<file path="src/rtl/nco_sweep_ctrl_if.sv">
// Control/status bundle between the register interface and the NCO sweep sequencer.
`timescale 1ns/1ps
interface nco_sweep_ctrl_if #(
   parameter int NCO_FREQ_BITS = 4,
   parameter int DWELL_BITS    = 8
) ();
   logic                     start_in;
   logic                     abort_in;
   logic                     repeat_in;
   logic [NCO_FREQ_BITS-1:0] fcw_start_in;
   logic [NCO_FREQ_BITS-1:0] fcw_stop_in;
   logic [NCO_FREQ_BITS-1:0] fcw_step_in;
   logic [DWELL_BITS-1:0]    dwell_in;
   logic [NCO_FREQ_BITS-1:0] fcw_out;
   logic                     busy_out;
   logic                     step_out;
   logic                     done_out;
   logic                     state_dbg;   // 0 = IDLE, 1 = DWELL

   modport master (
      output start_in, abort_in, repeat_in, fcw_start_in, fcw_stop_in, fcw_step_in, dwell_in,
      input  fcw_out, busy_out, step_out, done_out, state_dbg
   );

   modport slave (
      input  start_in, abort_in, repeat_in, fcw_start_in, fcw_stop_in, fcw_step_in, dwell_in,
      output fcw_out, busy_out, step_out, done_out, state_dbg
   );
endinterface

</file>
<file path="src/rtl/nco_sweep_ctrl.sv">
// Frequency-sweep sequencer: steps the NCO frequency control word from start to stop,
// holding each value for dwell+1 cycles, up or down, with optional continuous repeat.
`timescale 1ns/1ps
module nco_sweep_ctrl #(
   parameter int NCO_FREQ_BITS = 4,
   parameter int DWELL_BITS    = 8
) (
   input  logic                 clk_in,
   input  logic                 rst_in,
   nco_sweep_ctrl_if.slave      bus
);
   localparam int W = NCO_FREQ_BITS;

   typedef enum logic {IDLE = 1'b0, DWELL = 1'b1} state_t;

   // Handshake: start_in is a request accepted on any edge where the FSM is IDLE and
   // abort_in is low; busy_out is the acknowledgement and stays high until the sweep ends.
   state_t                state_q, state_d;
   logic [W-1:0]          fcw_q, fcw_d;
   logic [DWELL_BITS-1:0] cnt_q, cnt_d;
   logic                  busy_q, busy_d;
   logic                  step_q, step_d;
   logic                  done_q, done_d;
   logic [W-1:0]          start_q, start_d;
   logic [W-1:0]          stop_q, stop_d;
   logic [W-1:0]          inc_q, inc_d;
   logic [DWELL_BITS-1:0] dwell_q, dwell_d;
   logic                  rep_q, rep_d;
   logic                  up_q, up_d;

   logic [W:0]   sum_w;
   logic [W:0]   diff_w;
   logic [W-1:0] next_fcw;

   // Zero step is latched as 1 so every sweep makes progress toward stop.
   always_comb begin
      sum_w  = {1'b0, fcw_q} + {1'b0, inc_q};
      diff_w = {1'b0, fcw_q} - {1'b0, inc_q};
      if (up_q) begin
         next_fcw = (sum_w > {1'b0, stop_q}) ? stop_q : sum_w[W-1:0];
      end else begin
         next_fcw = (diff_w[W] || (diff_w[W-1:0] < stop_q)) ? stop_q : diff_w[W-1:0];
      end
   end

   always_comb begin
      state_d = state_q;
      fcw_d   = fcw_q;
      cnt_d   = cnt_q;
      busy_d  = busy_q;
      step_d  = 1'b0;
      done_d  = 1'b0;
      start_d = start_q;
      stop_d  = stop_q;
      inc_d   = inc_q;
      dwell_d = dwell_q;
      rep_d   = rep_q;
      up_d    = up_q;
      if (bus.abort_in) begin
         state_d = IDLE;
         fcw_d   = '0;
         busy_d  = 1'b0;
      end else begin
         unique case (state_q)
            IDLE: begin
               if (bus.start_in) begin
                  start_d = bus.fcw_start_in;
                  stop_d  = bus.fcw_stop_in;
                  inc_d   = (bus.fcw_step_in == '0) ? W'(1) : bus.fcw_step_in;
                  dwell_d = bus.dwell_in;
                  rep_d   = bus.repeat_in;
                  up_d    = (bus.fcw_start_in <= bus.fcw_stop_in);
                  fcw_d   = bus.fcw_start_in;
                  cnt_d   = bus.dwell_in;
                  busy_d  = 1'b1;
                  step_d  = 1'b1;
                  state_d = DWELL;
               end
            end
            DWELL: begin
               if (cnt_q != '0) begin
                  cnt_d = cnt_q - 1'b1;
               end else if (fcw_q != stop_q) begin
                  fcw_d  = next_fcw;
                  cnt_d  = dwell_q;
                  step_d = 1'b1;
               end else if (rep_q) begin
                  fcw_d  = start_q;
                  cnt_d  = dwell_q;
                  step_d = 1'b1;
               end else begin
                  busy_d  = 1'b0;
                  done_d  = 1'b1;
                  state_d = IDLE;
               end
            end
            default: state_d = IDLE;
         endcase
      end
   end

   always_ff @(posedge clk_in or posedge rst_in) begin
      if (rst_in) begin
         state_q <= IDLE;
         fcw_q   <= '0;
         cnt_q   <= '0;
         busy_q  <= 1'b0;
         step_q  <= 1'b0;
         done_q  <= 1'b0;
         start_q <= '0;
         stop_q  <= '0;
         inc_q   <= '0;
         dwell_q <= '0;
         rep_q   <= 1'b0;
         up_q    <= 1'b0;
      end else begin
         state_q <= state_d;
         fcw_q   <= fcw_d;
         cnt_q   <= cnt_d;
         busy_q  <= busy_d;
         step_q  <= step_d;
         done_q  <= done_d;
         start_q <= start_d;
         stop_q  <= stop_d;
         inc_q   <= inc_d;
         dwell_q <= dwell_d;
         rep_q   <= rep_d;
         up_q    <= up_d;
      end
   end

   assign bus.fcw_out   = fcw_q;
   assign bus.busy_out  = busy_q;
   assign bus.step_out  = step_q;
   assign bus.done_out  = done_q;
   assign bus.state_dbg = state_q;
endmodule

</file>
<file path="src/flat_wrapper.sv">
// flat-port wrapper written by rule: the top's interface ports become plain ports
module nco_sweep_ctrl_flat 
#(
   parameter int NCO_FREQ_BITS = 4,
   parameter int DWELL_BITS    = 8
)
  (clk_in, rst_in, bus_start_in, bus_abort_in, bus_repeat_in, bus_fcw_start_in, bus_fcw_stop_in, bus_fcw_step_in, bus_dwell_in, bus_fcw_out, bus_busy_out, bus_step_out, bus_done_out, bus_state_dbg);
  nco_sweep_ctrl_if #(.NCO_FREQ_BITS(NCO_FREQ_BITS), .DWELL_BITS(DWELL_BITS)) bus_i ();
  input  logic clk_in;
  input  logic rst_in;
  input wire logic [$bits(bus_i.start_in)-1:0] bus_start_in;
  input wire logic [$bits(bus_i.abort_in)-1:0] bus_abort_in;
  input wire logic [$bits(bus_i.repeat_in)-1:0] bus_repeat_in;
  input wire logic [$bits(bus_i.fcw_start_in)-1:0] bus_fcw_start_in;
  input wire logic [$bits(bus_i.fcw_stop_in)-1:0] bus_fcw_stop_in;
  input wire logic [$bits(bus_i.fcw_step_in)-1:0] bus_fcw_step_in;
  input wire logic [$bits(bus_i.dwell_in)-1:0] bus_dwell_in;
  output wire logic [$bits(bus_i.fcw_out)-1:0] bus_fcw_out;
  output wire logic [$bits(bus_i.busy_out)-1:0] bus_busy_out;
  output wire logic [$bits(bus_i.step_out)-1:0] bus_step_out;
  output wire logic [$bits(bus_i.done_out)-1:0] bus_done_out;
  output wire logic [$bits(bus_i.state_dbg)-1:0] bus_state_dbg;
  assign bus_i.start_in = bus_start_in;
  assign bus_i.abort_in = bus_abort_in;
  assign bus_i.repeat_in = bus_repeat_in;
  assign bus_i.fcw_start_in = bus_fcw_start_in;
  assign bus_i.fcw_stop_in = bus_fcw_stop_in;
  assign bus_i.fcw_step_in = bus_fcw_step_in;
  assign bus_i.dwell_in = bus_dwell_in;
  assign bus_fcw_out = bus_i.fcw_out;
  assign bus_busy_out = bus_i.busy_out;
  assign bus_step_out = bus_i.step_out;
  assign bus_done_out = bus_i.done_out;
  assign bus_state_dbg = bus_i.state_dbg;
  nco_sweep_ctrl #(.NCO_FREQ_BITS(NCO_FREQ_BITS), .DWELL_BITS(DWELL_BITS)) u_core (.clk_in(clk_in), .rst_in(rst_in), .bus(bus_i));
endmodule
</file>
<file path="config.mk">
export PLATFORM = sky130hd
export DESIGN_NAME = nco_sweep_ctrl_flat
export DESIGN_NICKNAME = d
export VERILOG_FILES = /design/src/rtl/nco_sweep_ctrl_if.sv /design/src/rtl/nco_sweep_ctrl.sv /design/src/flat_wrapper.sv
export SDC_FILE = /design/constraint.sdc
export NUM_CORES = 1
export LEC_CHECK = 0
export CAP_MARGIN = 20
export CORE_MARGIN = 2
export CORE_UTILIZATION = 60
export CTS_CLUSTER_SIZE = 30
export DETAILED_ROUTE_END_ITERATION = 8
export PLACE_DENSITY = 0.84
export RECOVER_POWER = 50
export REMOVE_ABC_BUFFERS = 1
export SETUP_SLACK_MARGIN = 0.3
export SYNTH_ARGS = -nofsm -noshare
export SYNTH_HDL_FRONTEND = slang
export SYNTH_SLANG_ARGS = --single-unit
</file>
<file path="constraint.sdc">
create_clock -name clk_in -period 5.5 [get_ports clk_in]
set_input_delay 1.1 -clock clk_in [delete_from_list [all_inputs] [get_ports clk_in]]
set_output_delay 1.1 -clock clk_in [all_outputs]
set_load 0.02 [all_outputs]
</file>
==> impl_metrics.ini, run 1 <==
[timing]
fin_crit_sh_pct = 61.0
worst_slack_ps = 2150
setup_tns_ps = 0
rsz0062_at_grt = false
slew_viol_final = 39
skew_ps = 4.24
clock.fmax_mhz = 298
finalSetupViolations = 0
fin_crit_ps = 3350
finalHoldViolCount = 0
maxSlewHeadroom_pct = -33.0
tightest_slew_ps = 1990

[run]
max-cap-violations = 1

[synth]
synth_seq_cells = 38
synth_cell_types = 49
yosys_warnings = 0
synth_top_area_cell = dfrtp_1
synth_area_leaders = dfrtp_1, ha_1, mux2_2, nand2_1, o21ai_0
synth_edf_count = 0
syn_inst = 272
synth_top_area_share_pct = 37.8
syn_area_sq_um = 2520
synth.avg_cell_area_sq_um = 9.26
ys_seq_area_share_pct = 37.8
synth_ff_type = dfrtp_1
async_flop_share_pct = 100

[worst_setup_path]
crit_fanout = 5
r2r_slack_ps = 2150
r2r_start = u_core.bus.fcw_out[0]$_DFFE_PP0P_
arrival_ps = 3540
required_ps = 5690
slowest_stage = a221oi_1
cpMostUsedCell = ha_1
r2r_cells = 11
crit_path_end_kind = flip-flop
crit_type = reg -> reg
critical-path-max-stage-delay_ps = 640
r2r-end = u_core.bus.fcw_out[2]$_DFFE_PP0P_
path_cells = ha_1 -> inv_1 -> fa_1 -> xor2_1 -> ha_1 -> a211oi_1 -> o21ai_0 -> a221oi_1 -> mux2i_1 -> nand3_1 -> a31o_2
crit_path_start_kind = flip-flop

[detailed_routing]
drt_iter0_markers = 158
post_drt_wl_per_cell_um = 15.8
vias_per_cell = 5.91
drc = 0
routed_wl_um = 5610
num_vias = 2093
firstDrtPassIters = 4
ant_nets = 0

[placement]
gp_congestion = 0.950
pre_cts_slack_ps = 2230
hpwl_um = 4220
io_buffers = 32

[power_and_ir_drop]
ir_drop_uv = 236
power_switching_mw = 0.340
seqPwrFrac_pct = 36.7
power.clock.fraction_pct = 28.5
p_int_mw = 0.691
power.density_nw_per_um2 = 344
sw_frac_of_total_pct = 33.0
p_leak_nw = 1.33
combPwrFrac_pct = 34.7

[clock_tree]
cts_tree = yes
cts.htree.levels = 2
cts.sinks = 38
worst_skew_pair.late_latency_ps = 290
cts_setup_buffers = 0
clkSlewWorstSetupHoldPaths_ps = 70
cts-resized-gates = 0
clockRootBuffer = clkbuf_8
cts_inserted_buffers = 5
holdBufCountCts = 0
clockBufferDepth = 2

[floorplanning]
die_area_sq_um = 4730
rows = 23
ios = 33
dieWidth_um = 68.8
start_util_pct = 62.5
coreArea_sq_um = 4030
die_y_um = 68.8

[grt]
grt_pass1_wl_um = 9300
grt_max_degree = 39
antenna_found_initial = 0
grt_use_total_pct = 27.0
grt_pass1_vias = 2022
overflow = 0

[final_layout]
n_antenna_cell = 0
layout_commonest_cell = dfrtp_1
synthToLayoutAreaGrowth_pct = 19.0
num-nets-final = 351
final_cell_mix = dfrtp_1, nand2_1, clkdlybuf4s50_1
final_util_pct = 74.3
fill_cells = 296
layout-drive-gt1-share_pct = 9.87

[min_path]
hold_start = u_core.start_q[2]$_DFFE_PP0P_
hold_path_end = u_core.start_q[2]$_DFFE_PP0P_
worstHoldPathCells = 1
hold_class = reg -> reg

[outcome]
violations = capacitance limit, slew limit
status = complete, but fails checks
==> flip-flops by register name, summed over array words and instances (netlist names) <==
name and cells:
u_core.bus.done_out 1, u_core.bus.state_dbg 1, u_core.dwell_q 8, u_core.bus.fcw_out 4
u_core.cnt_q 8, u_core.bus.step_out 1, u_core.inc_q 4, u_core.stop_q 4
u_core.up_q 1, u_core.start_q 4, u_core.rep_q 1, u_core.bus.busy_out 1
==> layer usage <==
| metal | wire length (um) | GRT usage, % | part of all wire (%) |
|---|---|---|---|
| met2 | 2630 | 43.0 | 47 |
| met3 | 398 | 4.87 | 7.1 |
| met5 | 0 | 0 | 0 |
| met1 | 2500 | 37.1 | 45 |
| met4 | 87 | 9.07 | 1.6 |
==> cells in the mapped netlist, types with 2 or more instances <==
cell	count
xor2_1	2
dfrtp_1	38
a21o_1	2
a31oi_1	2
a22o_1	2
fa_1	2
clkbuf_1	7
nand2_1	31
nor2_1	19
ha_1	21
o311ai_0	2
inv_1	25
o21ai_0	23
nor3_1	7
nor2b_1	2
o21bai_1	2
xnor2_1	8
mux2i_1	10
mux2_2	13
a211oi_1	2
a21oi_1	18
a2111oi_0	4
buf_2	2
nand2b_1	3
==> layout make-up <==
type                    instances  area (sq um)  area share, %
clock buffers                   6          82.6           2.76
repair buffers                 34           332           11.1
multi-input cells             198          1410           47.1
well taps                      50          62.6           2.09
inverters                      26          97.6           3.26
flip-flops and latches         38           951           31.7
clock inverters                 2          60.1           2.01
==> per-stage QoR <==
step	power (mW)	instance area, sq um	instances	hold WS (ps)
floorplan	0.634	2470	262	470
global placement	0.725	2870	346	490
detailed placement	0.739	2870	346	499
CTS	1.03	3010	354	516
global route	1.10	3000	354	537
finish	1.03	3000	354	515
==> how the worst max path moves through the flow <==
stage	startpoint	endpoint	slack (ps)	depth (start not counted)
floorplan	u_core.bus.fcw_out[0]$_DFFE_PP0P_	u_core.bus.fcw_out[2]$_DFFE_PP0P_	2380	11
global placement	u_core.bus.fcw_out[0]$_DFFE_PP0P_	u_core.bus.fcw_out[2]$_DFFE_PP0P_	2320	11
detailed placement	u_core.bus.fcw_out[0]$_DFFE_PP0P_	u_core.bus.fcw_out[2]$_DFFE_PP0P_	2230	11
CTS	u_core.bus.fcw_out[0]$_DFFE_PP0P_	u_core.bus.fcw_out[2]$_DFFE_PP0P_	2170	11
global route	u_core.bus.fcw_out[0]$_DFFE_PP0P_	u_core.bus.fcw_out[3]$_DFFE_PP0P_	1820	11
finish	u_core.bus.fcw_out[0]$_DFFE_PP0P_	u_core.bus.fcw_out[2]$_DFFE_PP0P_	2150	11
==> worst max-delay path: cells and delay by family, from the launching register on <==
family | cells | cell delay, ps
compound gates | 4 | 1210
fa+ha+maj | 3 | 890
flops | 1 | 460
mux | 1 | 300
xor+xnor | 1 | 230
simple gates | 1 | 100
buf+inv | 1 | 60
==> power groups by stage <==
stage	Combinational, mW	Sequential (mW)	Clock (mW)
after floorplan	0.261	0.372	0
after global placement	0.345	0.380	0
after detailed placement	0.356	0.383	0
after CTS	0.360	0.378	0.297
after global routing	0.406	0.386	0.309
final	0.358	0.379	0.294
==> logic make-up (layout without fill, tap and decap cells) <==
group,after synthesis,count (layout),synth area share (%)
buffers and inverters,36,68,5.91
AOI/OAI and AO/OA,69,69,17.1
adders and majority gates,23,23,12.0
and+or+nand+nor,73,73,13.9
xor gates and xnor gates,10,10,3.48
muxes,23,23,9.79
DFF,38,38,37.8
(Power assumes the default switching activity.)
==> run 2, diff against run 1 <==
CORE_UTILIZATION = 55   (was 60)
PLACE_DENSITY = 0.78   (was 0.84)
clock period = 3.4 ns   (was 5.5 ns; I/O delays follow)
==> impl_metrics.ini, run 2 (synthesis results as in run 1) <==
[outcome]
status = finished, final reports clean

[final_layout]
reg.largest.list = u_core.cnt_q: 8 flops, u_core.dwell_q: 8 flops
final_util_pct = 68.8
num-nets-final = 355
final_cell_mix = dfrtp_1, nand2_1, clkdlybuf4s50_1
layout_commonest_cell = dfrtp_1
layout-drive-gt1-share_pct = 13.7
stdcell_area_sq_um = 3020
n_antenna_cell = 0
synthToLayoutAreaGrowth_pct = 19.8

[grt]
grt_pass1_vias = 1958
grt_max_degree = 39
grt_pass1_wl_um = 9430
grt_use_total_pct = 23.7
antenna_found_initial = 0
overflow = 0

[clock_tree]
cts_tree = yes
clockBufferDepth = 2
clkSlewWorstSetupHoldPaths_ps = 70
cts_inserted_buffers = 5
clockRootBuffer = clkbuf_8
worst_skew_pair.late_latency_ps = 290
cts.sinks = 38
cts.htree.levels = 2

[worst_setup_path]
required_ps = 3580
path_cells = ha_2 -> inv_1 -> fa_2 -> xor2_2 -> ha_1 -> a211oi_2 -> o21ai_1 -> a221oi_1 -> buf_4 -> mux2i_1 -> nand3_1 -> a31o_2
arrival_ps = 3150
crit_path_end_kind = flip-flop
crit_buf_inv = 2
crit_path_start_kind = flip-flop
critical-path-max-stage-delay_ps = 410
worstSetupPathDepth = 12
cp_top_family = adder cells
slowest_stage = dfrtp_2
r2r_cells = 12
crit_type = reg -> reg
crit_fanout = 5

[timing]
tightest_slew_ps = 1490
fin_crit_sh_pct = 87.2
worst_slack_ps = 436
setup_tns_ps = 0
finalSetupViolations = 0
fin_crit_ps = 2960
maxSlewHeadroom_pct = 0.606
finalHoldViolCount = 0
clock.fmax_mhz = 337
slew_viol_final = 0
skew_ps = 3.92
rsz0062_at_grt = true

[placement]
io_buffers = 32
gp_congestion = 0.972
pre_cts_slack_ps = 250
hpwl_um = 4080
postPlaceCellArea_sq_um = 2890

[power_and_ir_drop]
ir_drop_uv = 284
power.density_nw_per_um2 = 519
p_leak_nw = 1.32

[detailed_routing]
route.met2.wl_um = 2570
top_layer = met4
vias_per_cell = 5.67
num_vias = 2031
dr_wl_met3_um = 315
wl_met1_um = 2660
drt_iter0_markers = 136
ant_nets = 0
drc = 0
firstDrtPassIters = 4
routed_wl_um = 5600
post_drt_wl_per_cell_um = 15.7

[floorplanning]
ios = 33
die_area_sq_um = 5130
die_y_um = 71.7
dieWidth_um = 71.7
rows = 24
coreArea_sq_um = 4380
start_util_pct = 57.4

[run]
max-cap-violations = 0

[min_path]
hold_class = reg -> reg
worstHoldPathCells = 1
## run 2: changes by cell type in the layout (fill, tap and decap cells not counted), sizes merged
| cell | change |
|---|---|
| buf | +4 |
| bufinv | -2 |
## run 2: metal layers
| layer | vias to the layer above | global-route usage [%] |
|---|---|---|
| li1 | 1019 | - |
| met1 | 951 | 34.5 |
| met2 | 56 | 35.6 |
| met3 | 5 | 5.91 |
| met4 | 0 | 5.87 |
| met5 | - | 0 |
## run 2: worst paths after layout
kind	from	end	slack, ps
max reg2reg	u_core.bus.fcw_out[0]$_DFFE_PP0P_	u_core.bus.fcw_out[2]$_DFFE_PP0P_	440
min reg2reg	u_core.dwell_q[4]$_DFFE_PP0P_	u_core.dwell_q[4]$_DFFE_PP0P_	510
min in group asynchronous	rst_in	u_core.cnt_q[5]$_DFFE_PP0P_	940
min	u_core.dwell_q[4]$_DFFE_PP0P_	u_core.dwell_q[4]$_DFFE_PP0P_	510
max	u_core.bus.fcw_out[0]$_DFFE_PP0P_	u_core.bus.fcw_out[2]$_DFFE_PP0P_	440
max in group asynchronous	rst_in	u_core.bus.fcw_out[1]$_DFFE_PP0P_	2090
## run 2: worst register-to-register path: stages, from the launching register on
cell      delay [ps]
dfrtp_2          410
ha_2             190
inv_1             50
fa_2             370
xor2_2           210
ha_1             330
a211oi_2         190
o21ai_1           90
a221oi_1         300
buf_4            190
mux2i_1          190
nand3_1           90
a31o_2           250
## run 2: repair_timing
item | CTS | global route
gates resized for setup | 2 | 10
buffers inserted | 0 | 1
endpoints found under the setup margin | 2 | 4
pin swaps | 0 | 2
hold buffers | 0 | 0
hold endpoints to repair | 0 | 0
## run 2: area by class of cell
class	count	area, sq um
multi-input combinational	198	1460
fill	355	1370
sequential	38	953
timing repair buffer	38	362
inverter	26	97.6
clock buffer	6	82.6
tap	52	65.1
## run 2: where the power goes
| part | switching (mW) | internal [mW] |
|---|---|---|
| registers | 0.0818 | 0.528 |
| logic | 0.328 | 0.314 |
| clock network | 0.157 | 0.157 |
| total | 0.567 | 0.999 |
## run 2: per-stage QoR
stage	total power [mW]	hold WS, ps	std cells
finish	1.57	508	358
global route	1.68	519	358
CTS	1.53	515	357
detailed placement	1.21	496	351
global placement	1.19	489	351
floorplan	1.02	470	262
==> run 3, diff against run 2 <==
CORE_ASPECT_RATIO = 1.1   (was unset)
==> impl_metrics.ini, run 3 (synthesis results as in run 1) <==
[floorplanning]
start_util_pct = 57.9
rows = 25
dieWidth_um = 68.5
die_area_sq_um = 5130
coreArea_sq_um = 4350
ios = 33
die_y_um = 75.0

[timing]
finalHoldViolCount = 0
clock.fmax_mhz = 326
slew_viol_final = 39
skew_ps = 7.20
maxSlewHeadroom_pct = -35.5
fin_crit_ps = 3060
setup_tns_ps = 0
tightest_slew_ps = 2030
fin_crit_sh_pct = 90.1
finalSetupViolations = 0
rsz0062_at_grt = true

[grt]
grt_pass1_wl_um = 8740
overflow = 0
grt_use_met1_pct = 29.9
antenna_found_initial = 0
grt_busiest_layer = met2
grt_use_met2_pct = 37.9
grtUsageMet3_pct = 3.89
grt_use_total_pct = 22.8
grt_max_degree = 39
grt_pass1_vias = 1962

[clock_tree]
clockBufferDepth = 2
cts_inserted_buffers = 5
cts.sinks = 38
holdBufCountCts = 0
clkSlewWorstSetupHoldPaths_ps = 70
worst_skew_pair.late_latency_ps = 290
cts.htree.levels = 2
clockRootBuffer = clkbuf_8
cts_tree = yes

[detailed_routing]
post_drt_wl_per_cell_um = 14.8
drt_iter0_markers = 90
num_vias = 2080
firstDrtPassIters = 4
routed_wl_um = 5440
vias_per_cell = 5.67
drc = 0
ant_nets = 0

[power_and_ir_drop]
power.density_nw_per_um2 = 520
p_leak_nw = 1.34
total_power_mw = 1.59
ir_drop_uv = 333

[final_layout]
n_antenna_cell = 0
layout_commonest_cell = dfrtp_1
num-nets-final = 362
reg.largest.list = u_core.cnt_q: 8 flops, u_core.dwell_q: 8 flops
synthToLayoutAreaGrowth_pct = 21.3
stdcell_area_sq_um = 3050
final_cell_mix = dfrtp_1, nand2_1, clkdlybuf4s50_1
layout-drive-gt1-share_pct = 14.7

[worst_setup_path]
required_ps = 3580
cpMostUsedCell = buf_4
crit_type = reg -> reg
crit_path_end_kind = flip-flop
critical-path-max-stage-delay_ps = 390
path_cells = ha_2 -> inv_1 -> fa_2 -> xor2_1 -> ha_1 -> a211oi_2 -> o21ai_1 -> a221oi_1 -> buf_4 -> buf_4 -> mux2i_1 -> nand3_1 -> a31o_2
slowest_stage = dfrtp_1
arrival_ps = 3240
crit_fanout = 5
crit_path_start_kind = flip-flop

[placement]
hpwl_um = 4040
postPlaceCellArea_sq_um = 2900
gp_congestion = 0.995
io_buffers = 32

[min_path]
hold_class = reg -> reg

[outcome]
violations = capacitance limit, slew limit
status = complete, but fails checks

[run]
max-cap-violations = 1
run 3: cell types whose count changed in the layout (fill, tap and decap cells not counted):
cell	previous run	this run
buf_4	5	10
a2111oi_0	2	3
xor2_2	1	0
inv_1	25	24
inv_2	1	2
xor2_1	1	2
nor2_1	18	19
nor2_2	1	0
a2111oi_1	1	0
clkbuf_1	1	3
run 3: stage by stage:
stage          worst slack (ps)  hold slack [ps]  std cells  utilization, %
2_1_floorplan               280              470        262               -
5_1_grt                     122              530        367            70.2
3_5_place_dp                292              491        354            66.7
4_1_cts                     315              509        360            68.7
6_report                    336              506        367            70.2
3_3_place_gp                359              490        354            66.7
run 3: timing repair:
action                                  4_1_cts  5_1_grt
pin swaps                                     1        5
setup buffers                                 0        7
gates resized for setup                       1       10
endpoints found under the setup margin        1        4
run 3: final cells by class:
class	count	area, sq um
inverter	26	97.6
tap	54	67.6
sequential	38	953
timing repair buffer	45	407
clock buffer	6	82.6
fill	345	1290
multi-input combinational	198	1450
run 3: path summary, 6_finish.rpt:
| kind | from | endpoint | slack, ps | cells after the start |
|---|---|---|---|---|
| hold reg to reg | u_core.start_q[0]$_DFFE_PP0P_ | u_core.start_q[0]$_DFFE_PP0P_ | 510 | 2 |
| setup reg to reg | u_core.inc_q[0]$_DFFE_PP0P_ | u_core.bus.fcw_out[2]$_DFFE_PP0P_ | 340 | 13 |
| hold / removal | u_core.start_q[0]$_DFFE_PP0P_ | u_core.start_q[0]$_DFFE_PP0P_ | 510 | 2 |
| max in group asynchronous | rst_in | u_core.bus.fcw_out[0]$_DFFE_PP0P_ | 670 | 3 |
| min in group asynchronous | rst_in | u_core.inc_q[0]$_DFFE_PP0P_ | 1420 | 3 |
| setup / recovery | u_core.inc_q[0]$_DFFE_PP0P_ | u_core.bus.fcw_out[2]$_DFFE_PP0P_ | 340 | 13 |
run 3: metal layers:
layer,share of wire (%),wire length [um]
met5,0,0
met4,1.5,82
met3,4.5,247
met2,50,2720
met1,44,2390
run 3: critical path: cells and delay by family, from the launching register on:
family / cells / cell delay (ps)
AOI/OAI and AO/OA: 4 / 850
muxes: 1 / 180
and+or+nand+nor: 1 / 100
buffers and inverters: 3 / 350
xor gates and xnor gates: 1 / 190
adders and majority gates: 3 / 890
DFF: 1 / 390
run 3: where the power goes:
| part | leakage, nW | switching (mW) | internal [mW] |
|---|---|---|---|
| combinational | 0.839 | 0.336 | 0.336 |
| sequential | 0.462 | 0.0787 | 0.528 |
| clock | 0.0431 | 0.150 | 0.156 |
| total | 1.34 | 0.565 | 1.02 |
